--- src/rtl/store_write_buffer_pkg.sv ---
// Shared constants and FSM encoding for the store write buffer.
// STORE_WB_FWD_EN enables store-to-load forwarding from the FIFO.
package store_write_buffer_pkg;

  localparam int RegBus = 32;
  localparam int SelBus = 4;

  localparam logic RstEnable    = 1'b1;
  localparam logic ChipEnable   = 1'b1;
  localparam logic ChipDisable  = 1'b0;
  localparam logic WriteEnable  = 1'b1;
  localparam logic WriteDisable = 1'b0;

  typedef enum logic [1:0] {
    WB_IDLE = 2'd0,
    WB_WR   = 2'd1,
    WB_RD   = 2'd2
  } wb_state_t;

endpackage

--- src/rtl/store_write_buffer_fifo.sv ---
// Store FIFO: {addr, sel, data} entries, head/next views, match search.
// STORE_WB_FWD_EN adds the youngest-match search port.
module store_write_buffer_fifo
  import store_write_buffer_pkg::*;
#(
  parameter int DEPTH  = 4,
  parameter int ADDR_W = RegBus,
  parameter int DATA_W = RegBus,
  localparam int PTR_W = $clog2(DEPTH)
) (
  input  logic              clk,
  input  logic              rst,
  input  logic              i_push,
  input  logic              i_pop,
  input  logic [ADDR_W-1:0] i_addr,
  input  logic [SelBus-1:0] i_sel,
  input  logic [DATA_W-1:0] i_data,
  output logic [ADDR_W-1:0] o_head_addr,
  output logic [SelBus-1:0] o_head_sel,
  output logic [DATA_W-1:0] o_head_data,
  output logic [ADDR_W-1:0] o_next_addr,
  output logic [SelBus-1:0] o_next_sel,
  output logic [DATA_W-1:0] o_next_data,
  output logic [PTR_W:0]    o_count,
  output logic              o_full,
  output logic              o_empty
`ifdef STORE_WB_FWD_EN
  ,
  input  logic [ADDR_W-1:0] i_m_addr,
  output logic              o_m_hit,
  output logic              o_m_all,
  output logic [DATA_W-1:0] o_m_data
`endif
);

  logic [ADDR_W-1:0] r_addr [DEPTH];
  logic [SelBus-1:0] r_sel  [DEPTH];
  logic [DATA_W-1:0] r_data [DEPTH];
  logic [PTR_W-1:0]  r_wr_ptr;
  logic [PTR_W-1:0]  r_rd_ptr;
  logic [PTR_W:0]    r_count;
  logic [PTR_W-1:0]  w_nx_ptr;

  assign w_nx_ptr = r_rd_ptr + 1'b1;

  always_ff @(posedge clk) begin
    if (rst == RstEnable) begin
      r_wr_ptr <= '0;
      r_rd_ptr <= '0;
      r_count  <= '0;
    end else begin
      if (i_push) begin
        r_addr[r_wr_ptr] <= i_addr;
        r_sel[r_wr_ptr]  <= i_sel;
        r_data[r_wr_ptr] <= i_data;
        r_wr_ptr         <= r_wr_ptr + 1'b1;
      end
      if (i_pop) begin
        r_rd_ptr <= w_nx_ptr;
      end
      unique case ({i_push, i_pop})
        2'b10:   r_count <= r_count + 1'b1;
        2'b01:   r_count <= r_count - 1'b1;
        default: r_count <= r_count;
      endcase
    end
  end

  assign o_head_addr = r_addr[r_rd_ptr];
  assign o_head_sel  = r_sel[r_rd_ptr];
  assign o_head_data = r_data[r_rd_ptr];
  assign o_next_addr = r_addr[w_nx_ptr];
  assign o_next_sel  = r_sel[w_nx_ptr];
  assign o_next_data = r_data[w_nx_ptr];
  assign o_count     = r_count;
  assign o_full      = (r_count == (PTR_W+1)'(DEPTH));
  assign o_empty     = (r_count == '0);

`ifdef STORE_WB_FWD_EN
  logic [PTR_W-1:0] w_idx;

  // Oldest to youngest; the last hit wins so the youngest store decides.
  always_comb begin
    o_m_hit  = 1'b0;
    o_m_all  = 1'b0;
    o_m_data = '0;
    w_idx    = r_rd_ptr;
    for (int i = 0; i < DEPTH; i++) begin
      w_idx = r_rd_ptr + PTR_W'(i);
      if (((PTR_W+1)'(i) < r_count) &&
          (r_addr[w_idx][ADDR_W-1:2] == i_m_addr[ADDR_W-1:2])) begin
        o_m_hit  = 1'b1;
        o_m_all  = &r_sel[w_idx];
        o_m_data = r_data[w_idx];
      end
    end
  end
`endif

endmodule

--- src/rtl/store_write_buffer.sv ---
// Write-through store buffer between data cache and RAM.
// STORE_WB_FWD_EN enables forwarding of full-word stores to loads.
module store_write_buffer
  import store_write_buffer_pkg::*;
#(
  parameter int DEPTH  = 4,
  parameter int ADDR_W = RegBus,
  parameter int DATA_W = RegBus
) (
  input  logic              clk,
  input  logic              rst,
  input  logic              cpu_ce_i,
  input  logic              cpu_we_i,
  input  logic [ADDR_W-1:0] cpu_addr_i,
  input  logic [SelBus-1:0] cpu_sel_i,
  input  logic [DATA_W-1:0] cpu_data_i,
  output logic [DATA_W-1:0] cpu_data_o,
  output logic              stallreq,
  output logic              ram_ce_o,
  output logic              ram_we_o,
  output logic [ADDR_W-1:0] ram_addr_o,
  output logic [SelBus-1:0] ram_sel_o,
  output logic [DATA_W-1:0] ram_data_o,
  input  logic [DATA_W-1:0] ram_data_i,
  input  logic              ram_ack_i,
  output logic              wb_empty_o
);

  localparam int PTR_W = $clog2(DEPTH);

  wb_state_t         r_state;
  wb_state_t         w_state_nxt;
  logic              r_ram_ce;
  logic              r_ram_we;
  logic [ADDR_W-1:0] r_ram_addr;
  logic [SelBus-1:0] r_ram_sel;
  logic [DATA_W-1:0] r_ram_data;
  logic [DATA_W-1:0] r_cpu_data;
  logic              w_ce_nxt;
  logic              w_we_nxt;
  logic [ADDR_W-1:0] w_addr_nxt;
  logic [SelBus-1:0] w_sel_nxt;
  logic [DATA_W-1:0] w_data_nxt;

  logic              w_store;
  logic              w_load;
  logic              w_ack;
  logic              w_push;
  logic              w_pop;
  logic              w_rd_done;
  logic              w_ld_done;
  logic [DATA_W-1:0] w_ld_data;
  logic              w_rd_bypass;
  logic [ADDR_W-1:0] w_head_addr;
  logic [SelBus-1:0] w_head_sel;
  logic [DATA_W-1:0] w_head_data;
  logic [ADDR_W-1:0] w_next_addr;
  logic [SelBus-1:0] w_next_sel;
  logic [DATA_W-1:0] w_next_data;
  logic [PTR_W:0]    w_count;
  logic              w_full;
  logic              w_empty;

  assign w_store   = cpu_ce_i & cpu_we_i;
  assign w_load    = cpu_ce_i & ~cpu_we_i;
  assign w_ack     = ram_ack_i & r_ram_ce;
  assign w_push    = w_store & ~w_full;
  assign w_pop     = (r_state == WB_WR) & w_ack;
  assign w_rd_done = (r_state == WB_RD) & w_ack;

`ifdef STORE_WB_FWD_EN
  logic              w_m_hit;
  logic              w_m_all;
  logic [DATA_W-1:0] w_m_data;
  logic              w_fwd;

  assign w_fwd       = w_load & w_m_hit & w_m_all;
  assign w_rd_bypass = w_load & ~w_m_hit;
  assign w_ld_done   = w_rd_done | w_fwd;
  assign w_ld_data   = w_rd_done ? ram_data_i : w_m_data;
`else
  assign w_rd_bypass = 1'b0;
  assign w_ld_done   = w_rd_done;
  assign w_ld_data   = ram_data_i;
`endif

  store_write_buffer_fifo #(
    .DEPTH  (DEPTH),
    .ADDR_W (ADDR_W),
    .DATA_W (DATA_W)
  ) u_fifo (
    .clk         (clk),
    .rst         (rst),
    .i_push      (w_push),
    .i_pop       (w_pop),
    .i_addr      (cpu_addr_i),
    .i_sel       (cpu_sel_i),
    .i_data      (cpu_data_i),
    .o_head_addr (w_head_addr),
    .o_head_sel  (w_head_sel),
    .o_head_data (w_head_data),
    .o_next_addr (w_next_addr),
    .o_next_sel  (w_next_sel),
    .o_next_data (w_next_data),
    .o_count     (w_count),
    .o_full      (w_full),
    .o_empty     (w_empty)
`ifdef STORE_WB_FWD_EN
    ,
    .i_m_addr    (cpu_addr_i),
    .o_m_hit     (w_m_hit),
    .o_m_all     (w_m_all),
    .o_m_data    (w_m_data)
`endif
  );

  always_comb begin
    w_state_nxt = r_state;
    w_ce_nxt    = r_ram_ce;
    w_we_nxt    = r_ram_we;
    w_addr_nxt  = r_ram_addr;
    w_sel_nxt   = r_ram_sel;
    w_data_nxt  = r_ram_data;
    unique case (r_state)
      WB_IDLE: begin
        if (w_rd_bypass || (w_empty && w_load)) begin
          w_state_nxt = WB_RD;
          w_ce_nxt    = ChipEnable;
          w_we_nxt    = WriteDisable;
          w_addr_nxt  = cpu_addr_i;
          w_sel_nxt   = cpu_sel_i;
        end else if (!w_empty) begin
          w_state_nxt = WB_WR;
          w_ce_nxt    = ChipEnable;
          w_we_nxt    = WriteEnable;
          w_addr_nxt  = w_head_addr;
          w_sel_nxt   = w_head_sel;
          w_data_nxt  = w_head_data;
        end
      end
      WB_WR: begin
        if (w_ack) begin
          // Back-to-back drain keeps ram_ce_o high.
          if (w_count > (PTR_W+1)'(1)) begin
            w_addr_nxt = w_next_addr;
            w_sel_nxt  = w_next_sel;
            w_data_nxt = w_next_data;
          end else begin
            w_state_nxt = WB_IDLE;
            w_ce_nxt    = ChipDisable;
            w_we_nxt    = WriteDisable;
          end
        end
      end
      WB_RD: begin
        if (w_ack) begin
          w_state_nxt = WB_IDLE;
          w_ce_nxt    = ChipDisable;
          w_we_nxt    = WriteDisable;
        end
      end
      default: begin
        w_state_nxt = WB_IDLE;
        w_ce_nxt    = ChipDisable;
        w_we_nxt    = WriteDisable;
      end
    endcase
  end

  always_ff @(posedge clk) begin
    if (rst == RstEnable) begin
      r_state    <= WB_IDLE;
      r_ram_ce   <= ChipDisable;
      r_ram_we   <= WriteDisable;
      r_ram_addr <= '0;
      r_ram_sel  <= '0;
      r_ram_data <= '0;
      r_cpu_data <= '0;
    end else begin
      r_state    <= w_state_nxt;
      r_ram_ce   <= w_ce_nxt;
      r_ram_we   <= w_we_nxt;
      r_ram_addr <= w_addr_nxt;
      r_ram_sel  <= w_sel_nxt;
      r_ram_data <= w_data_nxt;
      if (w_ld_done) begin
        r_cpu_data <= w_ld_data;
      end
    end
  end

  assign stallreq   = (w_store & w_full) | (w_load & ~w_ld_done);
  assign cpu_data_o = w_ld_done ? w_ld_data : r_cpu_data;
  assign ram_ce_o   = r_ram_ce;
  assign ram_we_o   = r_ram_we;
  assign ram_addr_o = r_ram_addr;
  assign ram_sel_o  = r_ram_sel;
  assign ram_data_o = r_ram_data;
  assign wb_empty_o = w_empty & (r_state != WB_WR);

endmodule

--- config.mk ---
export PLATFORM = sky130hd
export DESIGN_NAME = store_write_buffer
export DESIGN_NICKNAME = d
export VERILOG_FILES = /design/src/rtl/store_write_buffer_pkg.sv /design/src/rtl/store_write_buffer_fifo.sv /design/src/rtl/store_write_buffer.sv
export SDC_FILE = /design/constraint.sdc
export NUM_CORES = 1
export LEC_CHECK = 0
export ABC_CLOCK_PERIOD_IN_PS = 3800
export CAP_MARGIN = 20
export CELL_PAD_IN_SITES_DETAIL_PLACEMENT = 0
export CELL_PAD_IN_SITES_GLOBAL_PLACEMENT = 1
export CORE_ASPECT_RATIO = 1.4
export CORE_UTILIZATION = 48
export CTS_BUF_LIST = sky130_fd_sc_hd__clkbuf_8
export DETAILED_ROUTE_END_ITERATION = 8
export GPL_ROUTABILITY_DRIVEN = 0
export PLACE_DENSITY_LB_ADDON = 0.05
export SLEW_MARGIN = 20
export SYNTH_ARGS = -nofsm -noshare
export SYNTH_HDL_FRONTEND = slang
export SYNTH_SLANG_ARGS = --single-unit
--- constraint.sdc ---
create_clock -name clk -period 3.8 [get_ports clk]
set_clock_uncertainty 0.2 [all_clocks]
set_input_delay 0.76 -clock clk [delete_from_list [all_inputs] [get_ports clk]]
set_output_delay 0.76 -clock clk [all_outputs]
set_load 0.01 [all_outputs]
# After elaboration in Yosys (flattened, before gate mapping)
# Memory sizes are Yosys's and may differ from the RTL's. A register that Yosys moved wholly into a read port is not among the register bits.
# Index checks and enable logic that the tools add are counted.
# W data, S select, Z words.
# totals
register_bits	111
latch_bits	0
ram_bits	272
mem_bits_ro	0
input_bits	105
out_inout_bits	104
wordCells	92
memories	3
# op_classes
addsub	4
mul	0
div_mod_pow	0
order_cmp	1
eq_ne	13
n_shift	0
n_mux	40
n_bitwise	13
reduce_logical	8
# mem_list
memory	words	word_bits	rd	rd_clocked_by_memory_dff	wr	line_no	source
u_fifo.r_addr	4	32	2	1	1	store_write_buffer_fifo.sv:36	logic [ADDR_W-1:0] r_addr [DEPTH];
u_fifo.r_data	4	32	2	1	1	store_write_buffer_fifo.sv:38	logic [DATA_W-1:0] r_data [DEPTH];
u_fifo.r_sel	4	4	2	1	1	store_write_buffer_fifo.sv:37	logic [SelBus-1:0] r_sel [DEPTH];
# ops
operator	count
$mux W32	9
$pmux W32 S2	2
$mux W2	11
$mux W4	4
$ne A2 B2 Y1 const B	5
$and A1 B1 Y1	9
$mux W1	9
$pmux W4 S2	1
$reduce_and A4 Y1	2
$pmux W1 S3	2
$pmux W2 S3	1
$pmux W3 S2	1
$reduce_and A5 Y1	1
$add A2 B1 Y2 const B	2
$eq A2 B1 Y1 const B	2
$eq A2 B2 Y1 const B	2
$ne A2 B1 Y1 const B	2
$reduce_bool A2 Y1	2
$add A3 B1 Y3 const B	1
$eq A3 B3 Y1 const B	1
$gt A3 B1 Y1 const B	1
$logic_not A3 Y1	1
$ne A3 B3 Y1 const B	1
$not A1 Y1	3
4 further kinds	4

# Longest topological paths before layout
# Gate-level depths: netlist (run 1).
# depth
depth_word	6
ltp_mapped	9
ltp_nobuf	8

# Cells and area by module
# From an unflattened synthesis (run 1), not the netlist that was laid out.
# unflattened
cells_unflattened	1042
area_unflattened_um2	16764.8
# modules_own_cells
module	n_inst	cells_each	area_each_um2	seq_area_each_um2
store_write_buffer_fifo	1	488	11935.2	8348.0
store_write_buffer	1	554	4829.6	2062.0

# Worst setup path before layout (run 1)
# OpenSTA, ideal clock, no wires.
# synth_timing
path_type	register to register
from	reg u_fifo.r_count[0] (netlist: u_fifo.o_count[0])
to	mem u_fifo.r_addr[0][0] (netlist bit), enable pin
setup_ns	0.434
t_arrival_ns	2.748
required_time_ns	3.166
path_slack_ns	0.418
stages_incl_launch_ff	7
n_path_buf	0
synth_period_minus_slack_ns	3.382
cell_sequence	dfxtp_1 > inv_1 > ha_1 > nand2_1 > nand3_1 > nor2_1 > and2_1
# synth_via
elab_chain_len	6
# synth_lines
element	line_no	source
from (decl)	store_write_buffer_fifo.sv:41	logic [PTR_W:0] r_count;
from (signal assigned)	store_write_buffer_fifo.sv:62	2'b10: r_count <= r_count + 1'b1;
from (signal assigned)	store_write_buffer_fifo.sv:63	2'b01: r_count <= r_count - 1'b1;
from (signal assigned)	store_write_buffer_fifo.sv:64	default: r_count <= r_count;
$eq A3 B3 Y1	store_write_buffer_fifo.sv:76	assign o_full = (r_count == (PTR_W+1)'(DEPTH));
$not A1 Y1	store_write_buffer.sv:67	assign w_push = w_store & ~w_full;
$and A1 B1 Y1	store_write_buffer.sv:67	
$mux W1	store_write_buffer_fifo.sv:52	if (i_push) begin
$mux W1	store_write_buffer_fifo.sv:47	if (rst == RstEnable) begin
$mux W1 (implied by the code)	store_write_buffer_fifo.sv:53	r_addr[r_wr_ptr] <= i_addr;
to (decl)	store_write_buffer_fifo.sv:36	
# Every way passes these cells.

# Worst setup path after layout (run 1)
# layout_timing
from	in ram_ack_i
to	out cpu_data_o[28]
# layout_via
elab_chain_len	3
# layout_lines
element	line_no	source
from (decl)	store_write_buffer.sv:25	input logic ram_ack_i,
$and A1 B1 Y1	store_write_buffer.sv:66	assign w_ack = ram_ack_i & r_ram_ce;
$and A1 B1 Y1	store_write_buffer.sv:69	assign w_rd_done = (r_state == WB_RD) & w_ack;
$mux W32	--	
to (decl)	store_write_buffer.sv:17	output logic [DATA_W-1:0] cpu_data_o,
# Every way passes these cells.

==> implementation parameters, run 1 <==
Parameter                              Value

Run status
  Run status ... complete, no violations

Setup path
  Critical path fanouts, max ... 33
  CP Launch Type ... primary input
  Kind of critical path ... primary input to output pin
  Most used cell along the critical path ... clkdlybuf4s50_1
  Cell family with the largest share of critical-path delay ... buffers and inverters
  Cell with the largest stage delay on the worst path ... clkdlybuf4s50_1
  Buffering stage count on the worst path with inverters included ... 3
  Biggest cell delay along the critical path ... 0.50 ns
  Capturing element type of the critical path ... output pin
  Ordered cell list for the critical path ... clkdlybuf4s50_1 > and2_1 > nand3_1 > buf_12 > mux2_2 > clkdlybuf4s50_1
  Signal arrival time at the worst endpoint ... 2.61 ns
  Critical path data required time ... approximately 2.8 ns

CTS
  Post-CTS setup repair buffer count ... 0
  Buffer depth of the longest clock path ... 3
  Clock tree from TritonCTS ... yes
  Post-cts gate resize count ... 0
  Maximum level of the CTS H-tree ... 2
  Number of buffers inserted during clock tree synthesis ... 57
  Total clock sinks ... about 380
  Source-to-sink clock delay at the later pin of the worst-skew pair ... 0.62 ns
  Clock transition at the register clock pins on the worst setup and hold paths after CTS ... 0.06 ns
  Clock tree root buffer cell ... clkbuf_8
  CTS Hold Buffers Added ... 0

Yosys
  Sequential element share of the synthesized area ... 0.6291
  Yosys synthesis warning count ... 0
  Post-synthesis instance area ... approximately 17000 µm²
  FF+latch count, synth ... around 380
  Mapped Cells ... 1050
  Fraction of post-synthesis cell area in the top cell type by area ... 0.4936
  Number of enable flip-flop cells after synthesis ... 272
  Syn_nets ... 1164
  Yosys cell types ... 41
  Async SR Flop Fraction ... 0
  Dominant register cell in the synthesized netlist ... edfxtp_1
  Dominant cell type by area after synthesis ... edfxtp_1
  Leading cell types by total area after synthesis ... edfxtp_1 (49%), mux4_2 (19%), dfxtp_1 (14%), nand2_1 (2.4%), a21oi_1 (2.2%)
  Post-Syn Area per Cell ... 15.76 µm²

Global route
  Overall fraction of global-route tracks in use ... 0.2265
  Maximum number of pins on one net before global-route repair ... 69
  GRT met1 Usage ... 0.2695
  Remaining global-route overflow ... 0
  Global-route layer with the greatest usage ... met2
  Met2 capacity usage during global routing ... 0.4109
  Initial antenna violation count ... 1
  First-pass GRT wire length ... 60.88 mm
  M3 GR Usage ... 0.04097
  Via count of the first global-routing pass ... 10650

Layout
  Number of non-filler instances in the completed layout ... 1767
  Area growth from synthesis to layout ... 23.71%
  Final core area utilization ... 0.6015
  Final layout net count ... 1383
  Number of filler instances in the final layout ... 2665
  Most frequent cells in the layout ... edfxtp_1 (272), clkdlybuf4s50_1 (207), mux4_2 (136)
  Ratio of cells with drive above 1 in the final layout ... 0.2289
  Most common cell after layout, fill and taps aside ... edfxtp_1

Timing
  Max transition margin ... 0.3365
  Tightest Pin Transition ... 0.9952 ns
  Fmax achieved ... 280.0 MHz
  Setup Total Neg Slack ... 0 ns
  Setup-violating endpoint count in the final report ... 0
  Tcrit/Tclk final ... 0.9399
  Setup repair after global routing missed its margin ... false
  Final period demand of the worst path ... between 3 and 4 ns
  Count of final hold-check violations ... 0
  Final max-slew violation count ... 0

Floorplan
  Starting density of the core ... 0.4862
  Vertical extent of the die ... 221.7 µm
  Width of the die ... between 150 and 200 µm
  Site row count ... 80
  Core footprint ... about 34000 µm²
  Number of top-level design ports ... 209
  Die area ... between 30000 and 40000 µm²

Min path
  Class of the tightest hold or removal check ... flip-flop to flip-flop

Place
  Cell Count Post-Placement ... 1661
  DP Wirelength ... around 24 mm
  PortBufs ... 208

Drt
  First DRT Iteration DRCs ... 618
  Vias per cell ... 5.787
  Number of vias after detailed routing ... 10230
  Antenna violation net count after detailed routing ... 0
  First-pass detailed-route iteration total ... 5
  Remaining routing DRC violations ... 0
  Average wire per standard cell ... 22.39 µm
  Post-Route WL ... 39.56 mm

Power and ir drop
  Static leakage power ... 6.860 nW
  Total power divided by cell area ... 486.7 nW/µm²
  IR drop worst, VDD ... 366.0 µV
  Overall power after layout ... about 0.01 W

Run
  Max_cap viols ... 0
## flip-flops by register name (all words and copies together), names as in the netlist, named ones only
| register | flops |
|---|---|
| ram_sel_o | 4 |
| r_state | 2 |
| ram_data_o | 32 |
| u_fifo.r_data | 128 |
| u_fifo.r_rd_ptr | 2 |
| ram_addr_o | 32 |
| u_fifo.r_wr_ptr | 2 |
| r_cpu_data | 32 |
| u_fifo.o_count | 3 |
| u_fifo.r_sel | 16 |
| u_fifo.r_addr | 128 |
| ram_ce_o | 1 |
## where the power goes
part	internal (W)	leakage (nW)	switching (W)
clock	0.00180	0.660	0.00157
sequential	0.00473	3.38	0.000181
combinational	0.000837	2.82	0.000848
total	0.00736	6.86	0.00260
## metal layers
metal | part of all wire | up-vias | wire [µm]
met5 | 0 | - | 0
met1 | 0.39 | 5283 | 15500
met4 | 0.024 | 0 | 945
met3 | 0.052 | 73 | 2054
met2 | 0.53 | 302 | 21060
li1 | - | 4567 | -
## cell families (layout without fill, tap and decap cells)
logic type	Yosys count	count (layout)	share of synthesized area
DFF	384	384	0.6291
and+or+nand+nor	239	239	0.06328
muxes	170	170	0.2081
AOI/OAI and AO/OA	154	154	0.06510
buffers and inverters	89	354	0.02503
adders and majority gates	9	9	0.006805
xor gates and xnor gates	5	5	0.002647
other	0	1	0
## worst paths after layout
path                            depth (start not counted)                    to  slack, ns              start
worst max-delay path                                    6        cpu_data_o[28]       0.23          ram_ack_i
worst min-delay path                                    1         ram_addr_o[0]       0.28      ram_addr_o[0]
worst max register to register                          7  u_fifo.r_data[3][10]       1.09  u_fifo.o_count[0]
worst min register to register                          1         ram_addr_o[0]       0.28      ram_addr_o[0]
## final cells by class
type	instances	area, µm²	area share
sequential	384	10430	0.5092
antenna	1	2.502	0.0001222
clock buffer	63	867.1	0.04235
tap	451	564.3	0.02756
multi-input combinational	577	5778	0.2822
inverter	6	22.52	0.001100
timing repair buffer	243	2527	0.1235
clock inverter	42	285.3	0.01393
## stage by stage
step | worst slack, ns | hold WS [ns] | instance area (µm²)
floorplan | 0.4180 | 0.3175 | 16550
global placement | 0.2292 | 0.2622 | 19320
detailed placement | 0.2400 | 0.2641 | 19320
CTS | 0.2302 | 0.2544 | 20470
global route | 0.1223 | 0.2852 | 20470
finish | 0.2284 | 0.2803 | 20470
## synthesized netlist by cell type, types with 2 or more instances
| master | n |
|---|---|
| dfxtp_1 | 112 |
| nor2b_1 | 36 |
| xnor2_1 | 2 |
| buf_6 | 3 |
| o21ai_0 | 2 |
| mux4_2 | 136 |
| mux2i_1 | 2 |
| edfxtp_1 | 272 |
| nand3_1 | 3 |
| a21oi_1 | 74 |
| ha_1 | 9 |
| buf_4 | 4 |
| a22o_1 | 36 |
| nand2_1 | 105 |
| mux2_2 | 32 |
| inv_1 | 6 |
| xor2_1 | 3 |
| buf_2 | 34 |
| a311oi_1 | 33 |
| buf_1 | 6 |
| clkbuf_1 | 36 |
| nor3_1 | 2 |
| nor2_1 | 79 |
| nand2b_1 | 2 |
| and2_1 | 5 |
No activity file was read; power rests on OpenSTA's default activity.
==> run 2, diff against run 1 <==
CORE_MARGIN = 2   (was default)
==> run 2 against run 1 <==
  * Combinational power barely moved
  * Cell area fell by 0.18%
  * Power fell by 0.88%
  * Routed wire length rose by 1.3%
  * First-iteration DRC count fell by 0.32%
  * Die area rose by 2.2%
  * Fmax fell by 0.92%
  * Flip-flop and latch count did not move
  * Sequential power barely moved
==> implementation parameters, run 2 (same netlist as run 1, synthesis figures left out) <==
Parameter                              Value

Layout
  Area growth from synthesis to layout ... 23.49%
  Most common cell after layout, fill and taps aside ... edfxtp_1
  Number of filler instances in the final layout ... between 2000 and 3000
  Combined area of the multi-input logic cells ... 5778 µm²
  Largest registers ... u_fifo.r_addr: 128 flops, u_fifo.r_data: 128 flops
  Most frequent cells in the layout ... edfxtp_1 (272), clkdlybuf4s50_1 (207), mux4_2 (136)
  Final core area utilization ... 0.6005
  Final layout net count ... 1381
  Ratio of cells with drive above 1 in the final layout ... 0.2240
  Sequential cell area ... 10430 µm²

Floorplan
  Core footprint ... 34030 µm²
  Vertical extent of the die ... 223.7 µm
  Number of top-level design ports ... 209
  Die area ... 36000 µm²
  Starting density of the core ... 0.4862
  Width of the die ... 160.9 µm
  Site row count ... 80

Setup path
  Cell with the largest stage delay on the worst path ... clkdlybuf4s50_1
  Critical path fanouts, max ... 29
  Critical path data required time ... 2.84 ns
  Kind of critical path ... primary input to output pin
  Ordered cell list for the critical path ... clkdlybuf4s50_1 > and2_1 > nand3_1 > buf_12 > mux2_2 > clkdlybuf4s50_1
  Biggest cell delay along the critical path ... 0.56 ns
  Signal arrival time at the worst endpoint ... 2.64 ns
  Most used cell along the critical path ... clkdlybuf4s50_1
  CP Launch Type ... primary input
  Capturing element type of the critical path ... output pin

Timing
  Max transition margin ... 0.3298
  Final max-slew violation count ... 0
  Count of final hold-check violations ... 0
  Least setup slack across all paths after layout ... 0.1952 ns
  Setup Total Neg Slack ... 0 ns
  Tcrit/Tclk final ... 0.9486
  Setup-violating endpoint count in the final report ... 0
  Final period demand of the worst path ... 3.605 ns
  Tightest Pin Transition ... 1.005 ns
  Setup repair after global routing missed its margin ... false
  Fmax achieved ... roughly 280 MHz

Global route
  Initial antenna violation count ... 0
  Maximum number of pins on one net before global-route repair ... 69
  Overall fraction of global-route tracks in use ... 0.2244
  First-pass GRT wire length ... 61.74 mm
  Remaining global-route overflow ... 0
  Via count of the first global-routing pass ... roughly 11000

Power and ir drop
  Total power divided by cell area ... 483.2 nW/µm²
  NetSw ... 0.002612 W
  Static leakage power ... 6.849 nW
  Sequential fraction of design power ... 0.497
  Cell-internal power ... 0.007263 W
  Combinational share of power ... 0.172
  Switching power share of the total ... 0.2645
  Relative contribution of the clock network to total power ... 0.331
  IR drop worst, VDD ... 311.9 µV

Drt
  First-pass detailed-route iteration total ... 4
  Post-Route WL ... 40.06 mm
  Remaining routing DRC violations ... 0
  Vias per cell ... 5.728
  Antenna violation net count after detailed routing ... 0
  Number of vias after detailed routing ... 10130
  Average wire per standard cell ... ~23 µm
  First DRT Iteration DRCs ... 616

CTS
  Clock tree from TritonCTS ... yes
  Maximum level of the CTS H-tree ... 2
  Number of buffers inserted during clock tree synthesis ... 58
  Clock transition at the register clock pins on the worst setup and hold paths after CTS ... 0.06 ns
  Post-CTS setup repair buffer count ... 0
  Clock tree root buffer cell ... clkbuf_8
  Post-cts gate resize count ... 0
  Source-to-sink clock delay at the later pin of the worst-skew pair ... about 0.63 ns
  CTS Hold Buffers Added ... 0
  Total clock sinks ... 384
  Buffer depth of the longest clock path ... 3

Place
  PortBufs ... 208
  DP Wirelength ... 23.49 mm
  Setup slack at placement ... 0.1820 ns

Run
  Max_cap viols ... 0

Min path
  Class of the tightest hold or removal check ... flip-flop to flip-flop

Run status
  Run status ... complete, no violations
-- run 2: cell types whose count changed in the layout (fill, tap and decap cells not counted), sizes merged --
cell,change
buf,-3
clkbuf,+5
clkinvlp,+1
clkinv,-4
inv,+6
bufinv,-3
-- run 2: area by class of cell --
class	instances	area share
Antenna cell	1	0.0001225
Inverter	6	0.001102
Multi-Input combinational cell	577	0.2827
Clock inverter	42	0.009919
Timing Repair Buffer	240	0.1226
Sequential cell	384	0.5101
Clock buffer	68	0.04580
Tap cell	451	0.02761
-- run 2: power by group through the flow --
stage               sequential, W  clock (W)  combinational [W]
floorplan                 0.00502          0           0.000813
global placement          0.00500          0            0.00170
detailed placement        0.00500          0            0.00171
CTS                       0.00491    0.00337            0.00172
global route              0.00493    0.00353            0.00184
finish                    0.00491    0.00327            0.00169
-- run 2: worst max-delay path, delay by kind of cell --
family | cells | cell delay [ns]
mux | 1 | 0.24
simple gates | 2 | 0.36
buf+inv | 3 | 1.28
-- run 2: final timing paths --
path / depth (start not counted) / slack [ns] / startpoint / end
worst max register to register: 7 / 0.98 / u_fifo.o_count[1] / ram_addr_o[4]
worst min-delay path: 1 / 0.28 / ram_sel_o[1] / ram_sel_o[1]
worst min register to register: 1 / 0.28 / ram_sel_o[1] / ram_sel_o[1]
worst max-delay path: 6 / 0.20 / ram_ack_i / cpu_data_o[15]
-- run 2: per-layer routing --
metal | up-vias | track usage | share of wire
met5 | - | 0 | 0
met4 | 0 | 0.07892 | 0.029
met3 | 74 | 0.03777 | 0.048
met2 | 284 | 0.4066 | 0.53
met1 | 5209 | 0.2703 | 0.40
li1 | 4565 | - | -
-- run 2: metrics by stage --
| stage | power, W | instance area [µm²] | hold slack [ns] | instances |
|---|---|---|---|---|
| 6_report | 0.009876 | 20440 | 0.2801 | 1769 |
| 4_1_cts | 0.009997 | 20430 | 0.2844 | 1768 |
| 3_5_place_dp | 0.006705 | 19290 | 0.2659 | 1658 |
| 3_3_place_gp | 0.006694 | 19290 | 0.2643 | 1658 |
| 5_1_grt | 0.01031 | 20430 | 0.3007 | 1768 |
| 2_1_floorplan | 0.005830 | 16550 | 0.3175 | 1050 |
